===== config.mk =====
export PLATFORM = sky130hd
export DESIGN_NAME = matrix_cursor_ctrl_flat
export DESIGN_NICKNAME = d
export VERILOG_FILES = /design/src/rtl/matrix_cursor_if.sv /design/src/rtl/matrix_cursor_ctrl.sv /design/src/flat_wrapper.sv
export SDC_FILE = /design/constraint.sdc
export NUM_CORES = 1
export LEC_CHECK = 0
export CORE_UTILIZATION = 51
export CTS_BUF_LIST = sky130_fd_sc_hd__clkbuf_8
export CTS_CLUSTER_SIZE = 20
export DETAILED_ROUTE_END_ITERATION = 10
export PLACE_DENSITY = 0.7
export SYNTH_ARGS = -nofsm -noshare
export SYNTH_HDL_FRONTEND = slang
export SYNTH_SLANG_ARGS = --single-unit

===== constraint.sdc =====
create_clock -name clk -period 2.4 [get_ports clk]
set_input_delay 0.48 -clock clk [delete_from_list [all_inputs] [get_ports clk]]
set_output_delay 0.48 -clock clk [all_outputs]
set_load 0.01 [all_outputs]

===== src/rtl/matrix_cursor_if.sv =====
// Cursor controller bus: enable and raw buttons in, cursor coordinate and move pulse out.
interface matrix_cursor_if;
    logic       en;
    logic       btn_up;
    logic       btn_down;
    logic       btn_left;
    logic       btn_right;
    logic [2:0] mdl;
    logic [2:0] mdc;
    logic       moved;

    modport master (
        output en, btn_up, btn_down, btn_left, btn_right,
        input  mdl, mdc, moved
    );

    modport slave (
        input  en, btn_up, btn_down, btn_left, btn_right,
        output mdl, mdc, moved
    );
endinterface


===== src/rtl/matrix_cursor_ctrl.sv =====
// 5x7 matrix cursor: synchronise, debounce and edge-detect four buttons, move with wrap and auto-repeat.
//   state  | meaning
//   IDLE   | waiting for a fresh press
//   DELAY  | first move done, holding until the repeat delay expires
//   REPEAT | auto-repeating every RPT_PERIOD cycles while held
module matrix_cursor_ctrl #(
    parameter int DB_CYCLES  = 250000,
    parameter int DB_W       = 18,
    parameter int RPT_DELAY  = 25000000,
    parameter int RPT_PERIOD = 10000000,
    parameter int RPT_W      = 25
) (
    input  logic             clk,
    input  logic             rst_n,
    matrix_cursor_if.slave   bus
);

    typedef enum logic [1:0] {IDLE, DELAY, REPEAT} state_t;

    localparam logic [1:0] DIR_UP    = 2'd0;
    localparam logic [1:0] DIR_DOWN  = 2'd1;
    localparam logic [1:0] DIR_LEFT  = 2'd2;
    localparam logic [1:0] DIR_RIGHT = 2'd3;

    localparam logic [DB_W-1:0]  DB_TC    = DB_W'(DB_CYCLES - 1);
    localparam logic [RPT_W-1:0] DELAY_TC = RPT_W'(RPT_DELAY - 1);
    localparam logic [RPT_W-1:0] PER_TC   = RPT_W'(RPT_PERIOD - 1);

    logic [3:0]            btn_raw;
    logic [3:0]            sync1_q, sync2_q;
    logic [3:0]            db_q, db_d, db_prev_q;
    logic [3:0][DB_W-1:0]  db_cnt_q, db_cnt_d;
    logic [3:0]            press;

    state_t                state_q, state_d;
    logic [1:0]            dir_q, dir_d;
    logic [RPT_W-1:0]      rpt_cnt_q, rpt_cnt_d;
    logic                  do_move;
    logic [1:0]            move_dir;

    logic [2:0]            mdl_q, mdl_d, mdc_q, mdc_d;
    logic                  moved_q, moved_d;

    // Bit index doubles as the direction code.
    assign btn_raw = {bus.btn_right, bus.btn_left, bus.btn_down, bus.btn_up};
    assign press   = db_q & ~db_prev_q;

    always_comb begin
        db_d     = db_q;
        db_cnt_d = '0;
        for (int i = 0; i < 4; i++) begin
            if (sync2_q[i] != db_q[i]) begin
                if (db_cnt_q[i] == DB_TC) db_d[i] = sync2_q[i];
                else                      db_cnt_d[i] = db_cnt_q[i] + 1'b1;
            end
        end
    end

    always_ff @(posedge clk or negedge rst_n) begin
        if (!rst_n) begin
            sync1_q   <= '0;
            sync2_q   <= '0;
            db_q      <= '0;
            db_prev_q <= '0;
            db_cnt_q  <= '0;
            state_q   <= IDLE;
            dir_q     <= DIR_UP;
            rpt_cnt_q <= '0;
            mdl_q     <= '0;
            mdc_q     <= '0;
            moved_q   <= 1'b0;
        end else begin
            sync1_q   <= btn_raw;
            sync2_q   <= sync1_q;
            db_q      <= db_d;
            db_prev_q <= db_q;
            db_cnt_q  <= db_cnt_d;
            state_q   <= state_d;
            dir_q     <= dir_d;
            rpt_cnt_q <= rpt_cnt_d;
            mdl_q     <= mdl_d;
            mdc_q     <= mdc_d;
            moved_q   <= moved_d;
        end
    end

    // Release is checked before terminal count so a release never yields a move.
    always_comb begin
        state_d   = state_q;
        dir_d     = dir_q;
        rpt_cnt_d = rpt_cnt_q + 1'b1;
        do_move   = 1'b0;
        move_dir  = dir_q;
        if (!bus.en) begin
            state_d   = IDLE;
            rpt_cnt_d = '0;
        end else begin
            case (state_q)
                IDLE: begin
                    rpt_cnt_d = '0;
                    if (|press) begin
                        if      (press[0]) move_dir = DIR_UP;
                        else if (press[1]) move_dir = DIR_DOWN;
                        else if (press[2]) move_dir = DIR_LEFT;
                        else               move_dir = DIR_RIGHT;
                        do_move = 1'b1;
                        dir_d   = move_dir;
                        state_d = DELAY;
                    end
                end
                DELAY: begin
                    if (!db_q[dir_q]) begin
                        state_d   = IDLE;
                        rpt_cnt_d = '0;
                    end else if (rpt_cnt_q == DELAY_TC) begin
                        do_move   = 1'b1;
                        rpt_cnt_d = '0;
                        state_d   = REPEAT;
                    end
                end
                REPEAT: begin
                    if (!db_q[dir_q]) begin
                        state_d   = IDLE;
                        rpt_cnt_d = '0;
                    end else if (rpt_cnt_q == PER_TC) begin
                        do_move   = 1'b1;
                        rpt_cnt_d = '0;
                    end
                end
                default: begin
                    state_d   = IDLE;
                    rpt_cnt_d = '0;
                end
            endcase
        end
    end

    // Wrap compares use >= so an out-of-range value can never persist.
    always_comb begin
        mdl_d   = mdl_q;
        mdc_d   = mdc_q;
        moved_d = do_move;
        if (do_move) begin
            case (move_dir)
                DIR_UP:    mdl_d = (mdl_q == 3'd0 || mdl_q > 3'd6) ? 3'd6 : mdl_q - 3'd1;
                DIR_DOWN:  mdl_d = (mdl_q >= 3'd6) ? 3'd0 : mdl_q + 3'd1;
                DIR_LEFT:  mdc_d = (mdc_q == 3'd0 || mdc_q > 3'd4) ? 3'd4 : mdc_q - 3'd1;
                default:   mdc_d = (mdc_q >= 3'd4) ? 3'd0 : mdc_q + 3'd1;
            endcase
        end
    end

    assign bus.mdl   = mdl_q;
    assign bus.mdc   = mdc_q;
    assign bus.moved = moved_q;

endmodule

===== src/flat_wrapper.sv =====
// flat-port wrapper written by rule: the top's interface ports become plain ports
module matrix_cursor_ctrl_flat 
#(
    parameter int DB_CYCLES  = 250000,
    parameter int DB_W       = 18,
    parameter int RPT_DELAY  = 25000000,
    parameter int RPT_PERIOD = 10000000,
    parameter int RPT_W      = 25
)
  (clk, rst_n, bus_en, bus_btn_up, bus_btn_down, bus_btn_left, bus_btn_right, bus_mdl, bus_mdc, bus_moved);
  matrix_cursor_if bus_i ();
  input  logic clk;
  input  logic rst_n;
  input wire logic [$bits(bus_i.en)-1:0] bus_en;
  input wire logic [$bits(bus_i.btn_up)-1:0] bus_btn_up;
  input wire logic [$bits(bus_i.btn_down)-1:0] bus_btn_down;
  input wire logic [$bits(bus_i.btn_left)-1:0] bus_btn_left;
  input wire logic [$bits(bus_i.btn_right)-1:0] bus_btn_right;
  output wire logic [$bits(bus_i.mdl)-1:0] bus_mdl;
  output wire logic [$bits(bus_i.mdc)-1:0] bus_mdc;
  output wire logic [$bits(bus_i.moved)-1:0] bus_moved;
  assign bus_i.en = bus_en;
  assign bus_i.btn_up = bus_btn_up;
  assign bus_i.btn_down = bus_btn_down;
  assign bus_i.btn_left = bus_btn_left;
  assign bus_i.btn_right = bus_btn_right;
  assign bus_mdl = bus_i.mdl;
  assign bus_mdc = bus_i.mdc;
  assign bus_moved = bus_i.moved;
  matrix_cursor_ctrl #(.DB_CYCLES(DB_CYCLES), .DB_W(DB_W), .RPT_DELAY(RPT_DELAY), .RPT_PERIOD(RPT_PERIOD), .RPT_W(RPT_W)) u_core (.clk(clk), .rst_n(rst_n), .bus(bus_i));
endmodule

==> results.md, run 1 <==
| Item | Value | Unit |
| --- | --- | --- |
| Run status | complete, but fails checks | - |
| Violations in the final reports | DRC | - |
| Cell internal pwr | 3.29 | mW |
| Highest Clock Rate | 422 | MHz |
| Overall Global Routing Usage | 19.2 | % |
| Synthesized-area fraction occupied by xor and xnor cells | 13.0 | % |
| Top flip-flop cell by instance count after synthesis | dfrtp_1 | - |
| Count of filler cells inserted in the layout | 953 | - |
| Highest fanout seen on the critical path | 4 | - |
| Via count of the routed design | 4399 | - |
| Drt first pass iters | 7 | - |
| Clock Sinks | 124 | - |
| Sw Share | 21.8 | % |
| Signed area change from the synthesized netlist to the final layout | 15.8 | % |
| Final-report max-slew violation count | 0 | - |
| Via-per-instance ratio | 5.33 | - |
| Total number of placement rows | 39 | - |
| Detail Placement HPWL | 7660 | um |
| Maximum capacitance violations | 0 | - |
| Clock share of power | 46.0 | % |
| Count of pins on the block boundary | 14 | - |
| Cells on worst reg2reg path | 6 | - |
| Most frequent cells in the layout | 127 x nor2_1, 124 x dfrtp_1, 46 x xor2_1, 45 x xnor2_1, 39 x nand3_1 | - |
| Floorplan core area | 11600 | um2 |
| Global-route wire length before repair | 19300 | um |
| Flip-flop and latch count after synthesis | 124 | - |
| Post-synthesis adder-cell area fraction | 3.46 | % |
| Static Leak | 3.04 | nW |
| Clock-pin slew on the worst setup and hold paths | 0.07 | ns |
| Number of remaining DRC errors | 3 | - |
| Fraction of final layout cells with drive strength greater than 1 | 12.2 | % |
| GR Overflow Total | 0 | - |
| Post-route antenna net violation count | 0 | - |
| Setup violations, final | 0 | - |
| Number of nets at the end of the flow | 694 | - |
| Layout Cells excl Fill | 826 | - |
| Largest buffer count on any clock path | 2 | - |
| Max Clock Skew | 0.00908 | ns |
| Distinct cell type count after synthesis | 53 | - |
| Hold slack final | 0.347 | ns |
| Headroom to the max-slew limit | 52.6 | % |
| Net Switching | 0.917 | mW |
| Slew @ Worst Pin | 0.705 | ns |
| Setup repair after global routing missed its margin | yes | - |
| Most common library cell in the layout ignoring fill and taps | nor2_1 | - |
| Routability congestion estimate | 0.843 | - |
| Period minus WS final | 2.37 | ns |
| Hold Crit Depth | 0 | - |
| Source-to-sink clock delay at the later pin of the worst-skew pair | 0.43 | ns |
| Starting utilization of the core area | 53.2 | % |
| Final core utilization | 61.5 | % |
| Storage element area | 3100 | um2 |
| Gate count after technology mapping | 620 | - |
| Share of synthesized area occupied by flip-flops and latches | 50.5 | % |
| Number of antenna cells inserted | 0 | - |
| Start-to-end type of the worst setup path | reg2reg | - |
| Multiplexer fraction of the synthesized cell area | 2.42 | % |
| Mean post-synth cell area | 9.91 | um2 |
| Number of buffers added on ports | 13 | - |
| Number of placed cells counting well taps | 791 | - |
| Die area | 12500 | um2 |
| Maximum number of pins on one net before global-route repair | 76 | - |
| Vias in the first global route | 4396 | - |
| Height of the die | 112 | um |
| CTS Buf Count | 17 | - |
| Number of enable flip-flop cells after synthesis | 0 | - |
| Die Wd | 112 | um |
| Total standard cell area after synthesis | 6150 | um2 |
| Worst Path Required | 2.76 | ns |
| H-tree depth | 4 | - |
| 1st-iter DRT viols | 231 | - |
| Area of the multi-input gates | 2930 | um2 |
| Worst supply voltage drop on vdd | 0.451 | mV |
| Kind of start point of the critical path | register | - |
| Antenna violations before repair | 0 | - |
| Routed length per placed instance | 13.4 | um |
| Crit share post-route | 98.6 | % |
| Comb power frac | 3.3 | % |
| Critical path arrival | 2.73 | ns |
| Routed wire length | 11000 | um |
| HP Class | reg2reg | - |
| Count of synthesis-stage warnings from yosys | 0 | - |
| Syn_nets | 644 | - |
| Compound-gate portion of the synthesized area | 3.66 | % |
| TritonCTS clock tree | built | - |
| Root Buffer | clkbuf_8 | - |
| Main combinational cell family by area after synthesis | simple AND/OR/NAND/NOR gates | - |
| Type of element capturing the critical path | register | - |
| Async set or reset register ratio after synthesis | 100 | % |
| Power share of the sequential group | 50.7 | % |
| Simple-gate area share of the yosys netlist | 24.8 | % |
| Sum of negative setup slack | 0 | ns |
| Number of endpoints with negative hold slack in the final report | 0 | - |
| Pwr dens | 592 | nW/um2 |
-- flip-flops by register name, indices dropped and copies added (netlist names) --
register	count
u_core.db_cnt_q	72
u_core.sync2_q	4
u_core.bus.mdc	3
u_core.bus.moved	1
u_core.db_prev_q	4
u_core.db_q	4
u_core.rpt_cnt_q	25
u_core.state_q	2
u_core.sync1_q	4
u_core.bus.mdl	3
u_core.dir_q	2
-- cell usage after synthesis (3+ instances only) --
cell / number / share of area (%)
xnor2_1: 45 / 6.4
and4_1: 3 / 0.43
a21oi_1: 3 / 0.24
nor2b_1: 4 / 0.41
inv_1: 23 / 1.4
nor2_1: 127 / 7.8
mux2i_1: 7 / 1.1
mux2_2: 5 / 0.92
a31oi_1: 8 / 0.81
o21ai_0: 6 / 0.49
and2_1: 3 / 0.31
ha_1: 17 / 3.5
and3_1: 8 / 0.81
dfrtp_1: 124 / 50
nand3_1: 39 / 3.2
xor2_1: 46 / 6.6
clkbuf_1: 9 / 0.55
or2_2: 3 / 0.31
nor4b_1: 5 / 0.71
nor3_1: 15 / 1.2
nand2_1: 37 / 2.3
nand4_1: 27 / 2.7
nand2b_1: 8 / 0.81
nor4_1: 11 / 1.1
-- power groups by stage --
stage	clock network, mW	registers [mW]	logic (mW)
final	1.94	2.13	0.139
after floorplan	0	2.17	0.0632
after global placement	0	2.17	0.134
after CTS	1.99	2.13	0.141
after detailed placement	0	2.17	0.139
after global routing	2.07	2.13	0.164
-- critical path, stage by stage, from the launching register on --
cell and delay [ns]:
dfrtp_1 0.38, or4_1 0.52, or4_4 0.45, o32ai_4 0.34, nand3_2 0.17, a2111oi_4 0.32
a21o_1 0.13
-- cell type report --
cell class	instances	share of cell area, %
timing repair buffer	44	5.45
clock buffer	21	4.06
multi-input combinational	460	41.1
inverter	23	1.21
sequential	124	43.6
tap	143	2.51
clock inverter	11	2.00
-- kinds of logic (layout without fill, tap and decap cells) --
| kind of cell | after synthesis | count (layout) |
|---|---|---|
| adder cells (fa/ha/maj) | 17 | 17 |
| XOR/XNOR | 91 | 91 |
| buffers and inverters | 36 | 99 |
| multiplexers | 13 | 13 |
| flip-flops | 124 | 124 |
| AO/OA/AOI/OAI | 30 | 30 |
| AND/OR/NAND/NOR | 309 | 309 |
-- final timing paths --
kind / start / to / slack, ns
worst min register to register: u_core.sync1_q[3]$_DFF_PN0_ / u_core.sync2_q[3]$_DFF_PN0_ / 0.35
worst max-delay path: u_core.rpt_cnt_q[21]$_DFF_PN0_ / u_core.bus.mdl[2]$_DFFE_PN0P_ / 0.03
max in group asynchronous: rst_n / u_core.db_cnt_q[26]$_DFF_PN0_ / 1.24
worst min-delay path: u_core.sync1_q[3]$_DFF_PN0_ / u_core.sync2_q[3]$_DFF_PN0_ / 0.35
min in group asynchronous: rst_n / u_core.db_cnt_q[53]$_DFF_PN0_ / 0.45
worst max register to register: u_core.rpt_cnt_q[21]$_DFF_PN0_ / u_core.bus.mdl[2]$_DFFE_PN0P_ / 0.03
-- per-stage QoR --
stage          instance area (um2)  setup slack (ns)  power [mW]
3_5_place_dp                  6640           -0.0221        2.31
4_1_cts                       7080           0.00366        4.26
3_3_place_gp                  6640           0.00384        2.31
2_1_floorplan                 6150            0.0116        2.23
6_report                      7120            0.0328        4.21
5_1_grt                       7120           -0.0380        4.37
-- routing by layer --
metal,routed length (um),global-route usage [%],vias up
met2,5170,31.6,61
li1,-,-,2224
met4,91,5.95,0
met5,0,0,-
met3,361,6.10,9
met1,5430,24.2,2105
-- what timing repair did --
action / 4_1_cts / 5_1_grt
cloned: 0 / 0
endpoints found under the hold margin: 14 / 0
pin swaps: 2 / 4
resized for setup: 1 / 2
setup buffers: 0 / 2
hold buffers: 1 / 0
endpoints found under the setup margin: 1 / 3
Note: power is estimated with default switching activity, not from simulation.
==> inputs of run 2 (changes only) <==
SKIP_LAST_GASP = 1   (was unset)
==> results of run 2 <==
Same layout as run 1: the final DEF is identical, and so are final timing and power.
